## src/rtl/regfile_wb_arbiter_pkg.sv

```systemverilog
// ----------------------------------------------------------------------------
// mips_pkg: shared widths and the write-request record used by the register
// file write-port arbiter and its LU result FIFO.
//   REG_ADDR_W / DATA_W / REG_COUNT : register file geometry
//   ZERO_REG                        : hard-wired zero register, never written
//   wr_req_t                        : one pending register write {dest, val}
// ----------------------------------------------------------------------------
package mips_pkg;

   localparam int REG_ADDR_W = 5;
   localparam int DATA_W     = 32;
   localparam int REG_COUNT  = 32;

   localparam logic [REG_ADDR_W-1:0] ZERO_REG = 5'd0;

   typedef struct packed {
      logic [REG_ADDR_W-1:0] dest;
      logic [DATA_W-1:0]     val;
   } wr_req_t;

endpackage

```

## src/rtl/regfile_wb_arbiter_if.sv

```systemverilog
// ----------------------------------------------------------------------------
// regfile_wb_arbiter_if: bundles every non-clock signal of the arbiter.
//   WB request   : wb_en, wb_dest, wb_val
//   LU result    : lu_valid, lu_dest, lu_val, lu_ready
//   LU issue     : issue_lu, issue_dest
//   ID hazard    : src1, src2, id_dest, stall
//   WB control   : wb_hold
//   RF write     : rf_we, rf_dest, rf_val
// master = pipeline/LU side driving requests, slave = the arbiter.
// ----------------------------------------------------------------------------
interface regfile_wb_arbiter_if;
   import mips_pkg::*;

   logic                  wb_en;
   logic [REG_ADDR_W-1:0] wb_dest;
   logic [DATA_W-1:0]     wb_val;
   logic                  lu_valid;
   logic                  lu_ready;
   logic [REG_ADDR_W-1:0] lu_dest;
   logic [DATA_W-1:0]     lu_val;
   logic                  issue_lu;
   logic [REG_ADDR_W-1:0] issue_dest;
   logic [REG_ADDR_W-1:0] src1;
   logic [REG_ADDR_W-1:0] src2;
   logic [REG_ADDR_W-1:0] id_dest;
   logic                  stall;
   logic                  wb_hold;
   logic                  rf_we;
   logic [REG_ADDR_W-1:0] rf_dest;
   logic [DATA_W-1:0]     rf_val;

   modport master (
      output wb_en, wb_dest, wb_val, lu_valid, lu_dest, lu_val,
             issue_lu, issue_dest, src1, src2, id_dest,
      input  lu_ready, stall, wb_hold, rf_we, rf_dest, rf_val
   );

   modport slave (
      input  wb_en, wb_dest, wb_val, lu_valid, lu_dest, lu_val,
             issue_lu, issue_dest, src1, src2, id_dest,
      output lu_ready, stall, wb_hold, rf_we, rf_dest, rf_val
   );

endinterface

```

## src/rtl/regfile_wb_arbiter_lu_result_fifo.sv

```systemverilog
// ----------------------------------------------------------------------------
// lu_result_fifo: DEPTH-entry FIFO of LU write requests.
//   clk, rst : clock, synchronous active-high reset (empties the FIFO)
//   push/din : enqueue din; taken when not full, or when full and popping
//   pop/dout : dout is the head; pop removes it
//   empty/full : occupancy flags, derived from state only
// DEPTH must be a power of two so the pointers wrap by plain overflow.
// ----------------------------------------------------------------------------
module lu_result_fifo
   import mips_pkg::*;
#(
   parameter int DEPTH = 2
) (
   input  logic    clk,
   input  logic    rst,
   input  logic    push,
   input  logic    pop,
   input  wr_req_t din,
   output wr_req_t dout,
   output logic    empty,
   output logic    full
);

   localparam int AW = (DEPTH > 1) ? $clog2(DEPTH) : 1;

   wr_req_t         mem_q [DEPTH];
   logic [AW-1:0]   wr_ptr_q;
   logic [AW-1:0]   rd_ptr_q;
   logic [AW:0]     count_q;
   logic            push_ok_s;
   logic            pop_ok_s;

   assign empty     = (count_q == (AW+1)'(0));
   assign full      = (count_q == (AW+1)'(DEPTH));
   // A full FIFO still takes a push in the same cycle its head leaves.
   assign push_ok_s = push & (~full | pop);
   assign pop_ok_s  = pop & ~empty;
   assign dout      = mem_q[rd_ptr_q];

   // Storage array; contents need no reset because count_q gates visibility.
   always_ff @(posedge clk) begin
      if (push_ok_s) begin
         mem_q[wr_ptr_q] <= din;
      end
   end

   // Pointer and occupancy bookkeeping.
   always_ff @(posedge clk) begin
      if (rst) begin
         wr_ptr_q <= AW'(0);
         rd_ptr_q <= AW'(0);
         count_q  <= (AW+1)'(0);
      end else begin
         if (push_ok_s) wr_ptr_q <= wr_ptr_q + AW'(1);
         if (pop_ok_s)  rd_ptr_q <= rd_ptr_q + AW'(1);
         case ({push_ok_s, pop_ok_s})
            2'b10:   count_q <= count_q + (AW+1)'(1);
            2'b01:   count_q <= count_q - (AW+1)'(1);
            default: count_q <= count_q;
         endcase
      end
   end

endmodule

```

## src/rtl/regfile_wb_arbiter.sv

```systemverilog
// ----------------------------------------------------------------------------
// regfile_wb_arbiter: shares the single register-file write port between the
// pipeline WB stage and the multi-cycle LU (mul/div).
//   clk, rst : clock, synchronous active-high reset
//   bus      : regfile_wb_arbiter_if.slave (WB request, LU result, issue,
//              ID hazard sources, stall, wb_hold, RF write port)
// WB has priority unless wb_hold is set; LU results queue in lu_result_fifo.
// A head that waits MAX_WAIT cycles forces a one-cycle wb_hold so it drains.
// A 32-bit busy scoreboard tracks registers awaiting LU results and drives
// the combinational ID stall.
// Optional macro LU_BYPASS_EN: with the FIFO empty and WB not writing, an
// arriving LU result goes straight to the write port in the same cycle.
// ----------------------------------------------------------------------------
module regfile_wb_arbiter
   import mips_pkg::*;
#(
   parameter int DEPTH    = 2,
   parameter int MAX_WAIT = 4
) (
   input  logic                 clk,
   input  logic                 rst,
   regfile_wb_arbiter_if.slave  bus
);

   // Counter must reach MAX_WAIT: it keeps counting in the cycle wb_hold is set up.
   localparam int WW = $clog2(MAX_WAIT + 1);

   wr_req_t               head_s, lu_req_s, wb_req_s, sel_s;
   logic                  empty_s, full_s, push_s, pop_s;
   logic                  wb_win_s, bypass_s, sel_valid_s;
   logic                  clr_en_s, set_en_s;
   logic [REG_ADDR_W-1:0] clr_dest_s;
   logic [WW-1:0]         wait_q, wait_d;
   logic                  wb_hold_q, wb_hold_d;
   logic [REG_COUNT-1:0]  busy_q, busy_d;

   assign lu_req_s = '{dest: bus.lu_dest, val: bus.lu_val};
   assign wb_req_s = '{dest: bus.wb_dest, val: bus.wb_val};
   assign wb_win_s = bus.wb_en & ~wb_hold_q;
   assign pop_s    = ~wb_win_s & ~empty_s;

`ifdef LU_BYPASS_EN
   assign bypass_s = empty_s & ~wb_win_s & bus.lu_valid;
`else
   assign bypass_s = 1'b0;
`endif

   // A bypassed result never enters the FIFO.
   assign push_s       = bus.lu_valid & ~bypass_s & (~full_s | pop_s);
   assign bus.lu_ready = ~full_s;

   lu_result_fifo #(.DEPTH(DEPTH)) u_fifo (
      .clk   (clk),
      .rst   (rst),
      .push  (push_s),
      .pop   (pop_s),
      .din   (lu_req_s),
      .dout  (head_s),
      .empty (empty_s),
      .full  (full_s)
   );

   // Write-port selection: WB, then FIFO head, then (optionally) bypass.
   always_comb begin
      sel_s       = '0;
      sel_valid_s = 1'b0;
      if (wb_win_s) begin
         sel_s       = wb_req_s;
         sel_valid_s = 1'b1;
      end else if (~empty_s) begin
         sel_s       = head_s;
         sel_valid_s = 1'b1;
      end else if (bypass_s) begin
         sel_s       = lu_req_s;
         sel_valid_s = 1'b1;
      end else begin
         sel_s       = '0;
         sel_valid_s = 1'b0;
      end
   end

   assign bus.rf_we   = sel_valid_s & (sel_s.dest != ZERO_REG);
   assign bus.rf_dest = sel_s.dest;
   assign bus.rf_val  = sel_s.val;

   // Head wait counter and the one-cycle wb_hold it triggers.
   always_comb begin
      wait_d    = wait_q;
      wb_hold_d = 1'b0;
      if (empty_s | pop_s) begin
         wait_d = WW'(0);
      end else begin
         wait_d    = wait_q + WW'(1);
         wb_hold_d = (wait_q == WW'(MAX_WAIT - 1));
      end
   end

   assign clr_en_s   = pop_s | bypass_s;
   assign clr_dest_s = pop_s ? head_s.dest : bus.lu_dest;
   assign set_en_s   = bus.issue_lu & (bus.issue_dest != ZERO_REG);

   // Scoreboard next state: a set on the same register overrides a clear.
   always_comb begin
      busy_d = busy_q;
      for (int i = 0; i < REG_COUNT; i++) begin
         busy_d[i] = (set_en_s & (bus.issue_dest == REG_ADDR_W'(i))) |
                     (busy_q[i] & ~(clr_en_s & (clr_dest_s == REG_ADDR_W'(i))));
      end
      busy_d[0] = 1'b0;
   end

   assign bus.stall   = busy_q[bus.src1] | busy_q[bus.src2] | busy_q[bus.id_dest];
   assign bus.wb_hold = wb_hold_q;

   // State registers for wait counter, hold flag and scoreboard.
   always_ff @(posedge clk) begin
      if (rst) begin
         wait_q    <= WW'(0);
         wb_hold_q <= 1'b0;
         busy_q    <= '0;
      end else begin
         wait_q    <= wait_d;
         wb_hold_q <= wb_hold_d;
         busy_q    <= busy_d;
      end
   end

endmodule

```

## src/flat_wrapper.sv

```systemverilog
// flat-port wrapper written by rule: the top's interface ports become plain ports
module regfile_wb_arbiter_flat import mips_pkg::*;
#(
   parameter int DEPTH    = 2,
   parameter int MAX_WAIT = 4
)
  (clk, rst, bus_wb_en, bus_wb_dest, bus_wb_val, bus_lu_valid, bus_lu_dest, bus_lu_val, bus_issue_lu, bus_issue_dest, bus_src1, bus_src2, bus_id_dest, bus_lu_ready, bus_stall, bus_wb_hold, bus_rf_we, bus_rf_dest, bus_rf_val);
  regfile_wb_arbiter_if bus_i ();
  input  logic clk;
  input  logic rst;
  input wire logic [$bits(bus_i.wb_en)-1:0] bus_wb_en;
  input wire logic [$bits(bus_i.wb_dest)-1:0] bus_wb_dest;
  input wire logic [$bits(bus_i.wb_val)-1:0] bus_wb_val;
  input wire logic [$bits(bus_i.lu_valid)-1:0] bus_lu_valid;
  input wire logic [$bits(bus_i.lu_dest)-1:0] bus_lu_dest;
  input wire logic [$bits(bus_i.lu_val)-1:0] bus_lu_val;
  input wire logic [$bits(bus_i.issue_lu)-1:0] bus_issue_lu;
  input wire logic [$bits(bus_i.issue_dest)-1:0] bus_issue_dest;
  input wire logic [$bits(bus_i.src1)-1:0] bus_src1;
  input wire logic [$bits(bus_i.src2)-1:0] bus_src2;
  input wire logic [$bits(bus_i.id_dest)-1:0] bus_id_dest;
  output wire logic [$bits(bus_i.lu_ready)-1:0] bus_lu_ready;
  output wire logic [$bits(bus_i.stall)-1:0] bus_stall;
  output wire logic [$bits(bus_i.wb_hold)-1:0] bus_wb_hold;
  output wire logic [$bits(bus_i.rf_we)-1:0] bus_rf_we;
  output wire logic [$bits(bus_i.rf_dest)-1:0] bus_rf_dest;
  output wire logic [$bits(bus_i.rf_val)-1:0] bus_rf_val;
  assign bus_i.wb_en = bus_wb_en;
  assign bus_i.wb_dest = bus_wb_dest;
  assign bus_i.wb_val = bus_wb_val;
  assign bus_i.lu_valid = bus_lu_valid;
  assign bus_i.lu_dest = bus_lu_dest;
  assign bus_i.lu_val = bus_lu_val;
  assign bus_i.issue_lu = bus_issue_lu;
  assign bus_i.issue_dest = bus_issue_dest;
  assign bus_i.src1 = bus_src1;
  assign bus_i.src2 = bus_src2;
  assign bus_i.id_dest = bus_id_dest;
  assign bus_lu_ready = bus_i.lu_ready;
  assign bus_stall = bus_i.stall;
  assign bus_wb_hold = bus_i.wb_hold;
  assign bus_rf_we = bus_i.rf_we;
  assign bus_rf_dest = bus_i.rf_dest;
  assign bus_rf_val = bus_i.rf_val;
  regfile_wb_arbiter #(.DEPTH(DEPTH), .MAX_WAIT(MAX_WAIT)) u_core (.clk(clk), .rst(rst), .bus(bus_i));
endmodule
```

## config.mk

```make
export PLATFORM = sky130hd
export DESIGN_NAME = regfile_wb_arbiter_flat
export DESIGN_NICKNAME = d
export VERILOG_FILES = /design/src/rtl/regfile_wb_arbiter_pkg.sv /design/src/rtl/regfile_wb_arbiter_if.sv /design/src/rtl/regfile_wb_arbiter_lu_result_fifo.sv /design/src/rtl/regfile_wb_arbiter.sv /design/src/flat_wrapper.sv
export SDC_FILE = /design/constraint.sdc
export NUM_CORES = 1
export LEC_CHECK = 0
export ABC_AREA = 1
export CORE_MARGIN = 2
export CORE_UTILIZATION = 56
export DETAILED_ROUTE_END_ITERATION = 12
export GPL_ROUTABILITY_DRIVEN = 0
export PLACE_DENSITY = 0.95
export SLEW_MARGIN = 20
export SYNTH_ARGS = -nofsm -noshare
export SYNTH_HDL_FRONTEND = slang
export SYNTH_HIERARCHICAL = 1
export SYNTH_SLANG_ARGS = --single-unit
```

## constraint.sdc

```tcl
create_clock -name clk -period 7.8 [get_ports clk]
set_input_delay 1.56 -clock clk [delete_from_list [all_inputs] [get_ports clk]]
set_output_delay 1.56 -clock clk [all_outputs]
set_load 0.03 [all_outputs]
```

==> results.cfg <==
[outcome]
status = completed

[worst_hold_path]
min_path_type = reg -> reg
min_to = u_core/wait_q[0]$_SDFF_PP0_
hold_depth = 1
holdCritStartpoint = u_core/wait_q[0]$_SDFF_PP0_

[timing]
hold_violations = 0
tns_ns = 0
fmax_ghz = 0.170
setup_ws_ns = 1.92
slew_viol_final = 0
tightest_slew_ns = 0.947
min_period_ns = 5.88
rsz0062_at_grt = false
setup_violations = 0
slew_headroom_pct = 36.9
skew_ns = 0.00843
period_share_pct = 75.4

[die]
die_w_um = 112
core_area_sq_mm = 0.0114
fp-row-count = 39
pin_count = 140
start_util_pct = 57.1
die-area_sq_mm = 0.0125
fp.dieH_um = 112

[synthesis]
async_reset_ff_share_pct = 0
synthFlopType = edfxtp_1
synth_area_per_cell_sq_um = 9.22
syn_area_sq_mm = 0.00649
synthDistinctLibCells = 32
synth_edf_count = 74
synth_most_common_cell = nand2_1
synth_commonest_cells = nand2_1, nand3_1, edfxtp_1, inv_1
synthTopCellsByArea = edfxtp_1, dfxtp_1, nand2_1, nand3_1, mux2_4
ys_ff_latch = 114
synth.largest_area_cell = edfxtp_1
synth_cells = 704
synth_nets = 806
netlist.area_leader.share_pct = 34.2
yosysWarnings = 6
ys_seq_area_share_pct = 46.6

[drt]
vias_per_cell = 6.11
vias = 6033
wl_um = 19900
wl_per_cell_um = 20.1
dr.pass1.iters = 6
drtIter0Drc = 852
ant_nets = 0
drc = 0

[cts]
ctsHoldBuffers = 0
htree_num_levels = 4
clock_path_buffers = 2
cts_tree = done
ctsResizeCount = 0
cts.sinks = 114
cts-root-buf = clkbuf_16
numCtsBuffers = 17
cts.clk_slew.worst_paths_ns = 0.05
clk-insertion-delay-late_ns = 0.42
cts_setup_buffers = 0

[critical_path]
max_stage_delay_ns = 0.70
cp_data_required_time_ns = 6.24
endpoint_kind = primary output
crit_slowest_cell = clkdlybuf4s50_1
arrival_ns = 4.32
r2r_start = u_core/u_fifo/count_q[1]$_SDFFE_PP0P_
rrSetupSlack_ns = 4.64
critPathBufInv = 4
path_class = in -> out
critPathTopFamily = buffers and inverters
r2r-end = u_core/u_fifo/mem_q[0][10]$_DFFE_PP_
crit_path_max_fanout = 34
crit_chain = clkdlybuf4s50_1 -> nand2_2 -> nand2_4 -> inv_2 -> nand2_1 -> inv_2 -> a21oi_1 -> nand4_1 -> clkdlybuf4s50_1
start_kind = input port
reg2regPathDepth = 9

[job]
max_cap_violations = 0

[global_route]
grt_usage_pct = 31.3
use_met1_pct = 33.6
grt_pass1_wl_um = 30100
gr-total-overflow = 0
first_global_vias = 6016
antenna_found_initial = 2
grt_max_degree = 39
grt-busiest-layer = met2
use_met3_pct = 11.0
use_met2_pct = 53.5

[power]
finalPower_mw = 2.03
leakagePower_nw = 3.18
p_per_area_mw_per_mm2 = 241
vdd_drop_max_uv = 229

[final_layout]
drive_gt1_share_pct = 16.6
area_delta_synth_final_pct = 30.1
final_nets = 933

[placed_design]
port_buffers = 139
dp_slack_ns = 1.97
hpwl_um = 12600
-- cells in the final DEF, fill, tap and decap left out --
cell,netlist,layout
diode_2,0,1
inv_1,60,59
clkbuf_8,0,3
clkinvlp_4,0,1
o21ai_4,7,7
mux2_2,7,7
buf_4,6,2
ha_1,3,3
nand3b_1,1,1
buf_12,4,1
dfxtp_2,0,1
clkbuf_1,8,1
nand4_1,2,2
clkinv_2,0,6
a22o_1,32,32
a21boi_0,1,1
o21ai_2,1,1
clkbuf_16,0,20
o211ai_1,1,1
o21ai_0,3,3
mux2_4,30,30
buf_2,14,1
nor2_1,40,39
clkdlybuf4s50_1,0,138
a21oi_1,3,3
nand2_1,175,175
o21a_1,2,2
nor3_1,1,1
inv_2,8,9
o21ai_1,1,1
nor2_4,9,10
nand2_2,5,5
nand2_4,4,4
inv_4,0,1
edfxtp_1,74,74
a21oi_2,31,31
nand3_1,128,128
dfxtp_1,40,39
a31oi_1,1,1
-- cells by family (layout without fill, tap and decap cells) --
group           count (synthesis)  in the layout  synth area share, %
mux                            37             37                 8.16
compound gates                 83             83                 11.5
flops                         114            114                 46.6
buf+inv                       102            242                 7.75
simple gates                  365            365                 25.4
other cells                     0              1                    0
fa+ha+maj                       3              3                0.579
-- worst reg2reg max path: cells and delay by family, from the launching register on --
kind / cells / cell delay (ns)
DFF: 1 / 0.44
and+or+nand+nor: 5 / 1.21
buffers and inverters: 4 / 1.21
-- report_power, final --
| group | switching, mW | leakage [nW] | internal [mW] |
|---|---|---|---|
| Sequential | 0.0239 | 1.01 | 0.705 |
| Clock | 0.276 | 0.297 | 0.484 |
| Combinational | 0.323 | 1.87 | 0.219 |
| Total | 0.623 | 3.18 | 1.41 |
-- how the worst max path moves through the flow --
stage               slack (ns)  cells after the start         to      start
finish                    1.92                      9  bus_rf_we  bus_wb_en
global route              1.80                      9  bus_rf_we  bus_wb_en
CTS                       1.92                      9  bus_rf_we  bus_wb_en
detailed placement        1.97                      9  bus_rf_we  bus_wb_en
global placement          2.09                      9  bus_rf_we  bus_wb_en
floorplan                 3.25                      6  bus_rf_we  bus_wb_en
-- registers in the layout, indices dropped and copies added, names as in the netlist, named ones only --
register	flops
u_core/u_fifo/mem_q	74
u_core/u_fifo/rd_ptr_q	1
u_core/wait_q	3
u_core/u_fifo/count_q	2
u_core/busy_q	31
u_core/u_fifo/wr_ptr_q	1
u_core/bus.wb_hold	1
-- layout make-up --
class                   instances  area (sq um)
flip-flops and latches        114          3020
fillers                       689          2930
clock inverters                 8          43.8
repair buffers                142          1420
inverters                      68           255
well taps                     143           179
multi-input cells             488          2970
diodes                          1          2.50
clock buffers                  24           546
-- metrics by stage --
step / util (%) / instance area, sq um / hold WS [ns] / cells
finish: 74.2 / 8440 / 0.432 / 988
global route: 74.2 / 8440 / 0.440 / 988
CTS: 74.1 / 8420 / 0.435 / 986
detailed placement: 68.9 / 7830 / 0.419 / 954
global placement: 68.9 / 7830 / 0.408 / 954
floorplan: - / 6490 / 0.399 / 704
-- routing by layer --
metal / share of wire, % / up-vias / routed length (um)
met1: 34 / 2802 / 6740
met4: 5.6 / 0 / 1110
met3: 11 / 133 / 2210
li1: - / 2656 / -
met2: 50 / 442 / 9850
met5: 0 / - / 0
(Power assumes the default switching activity.)
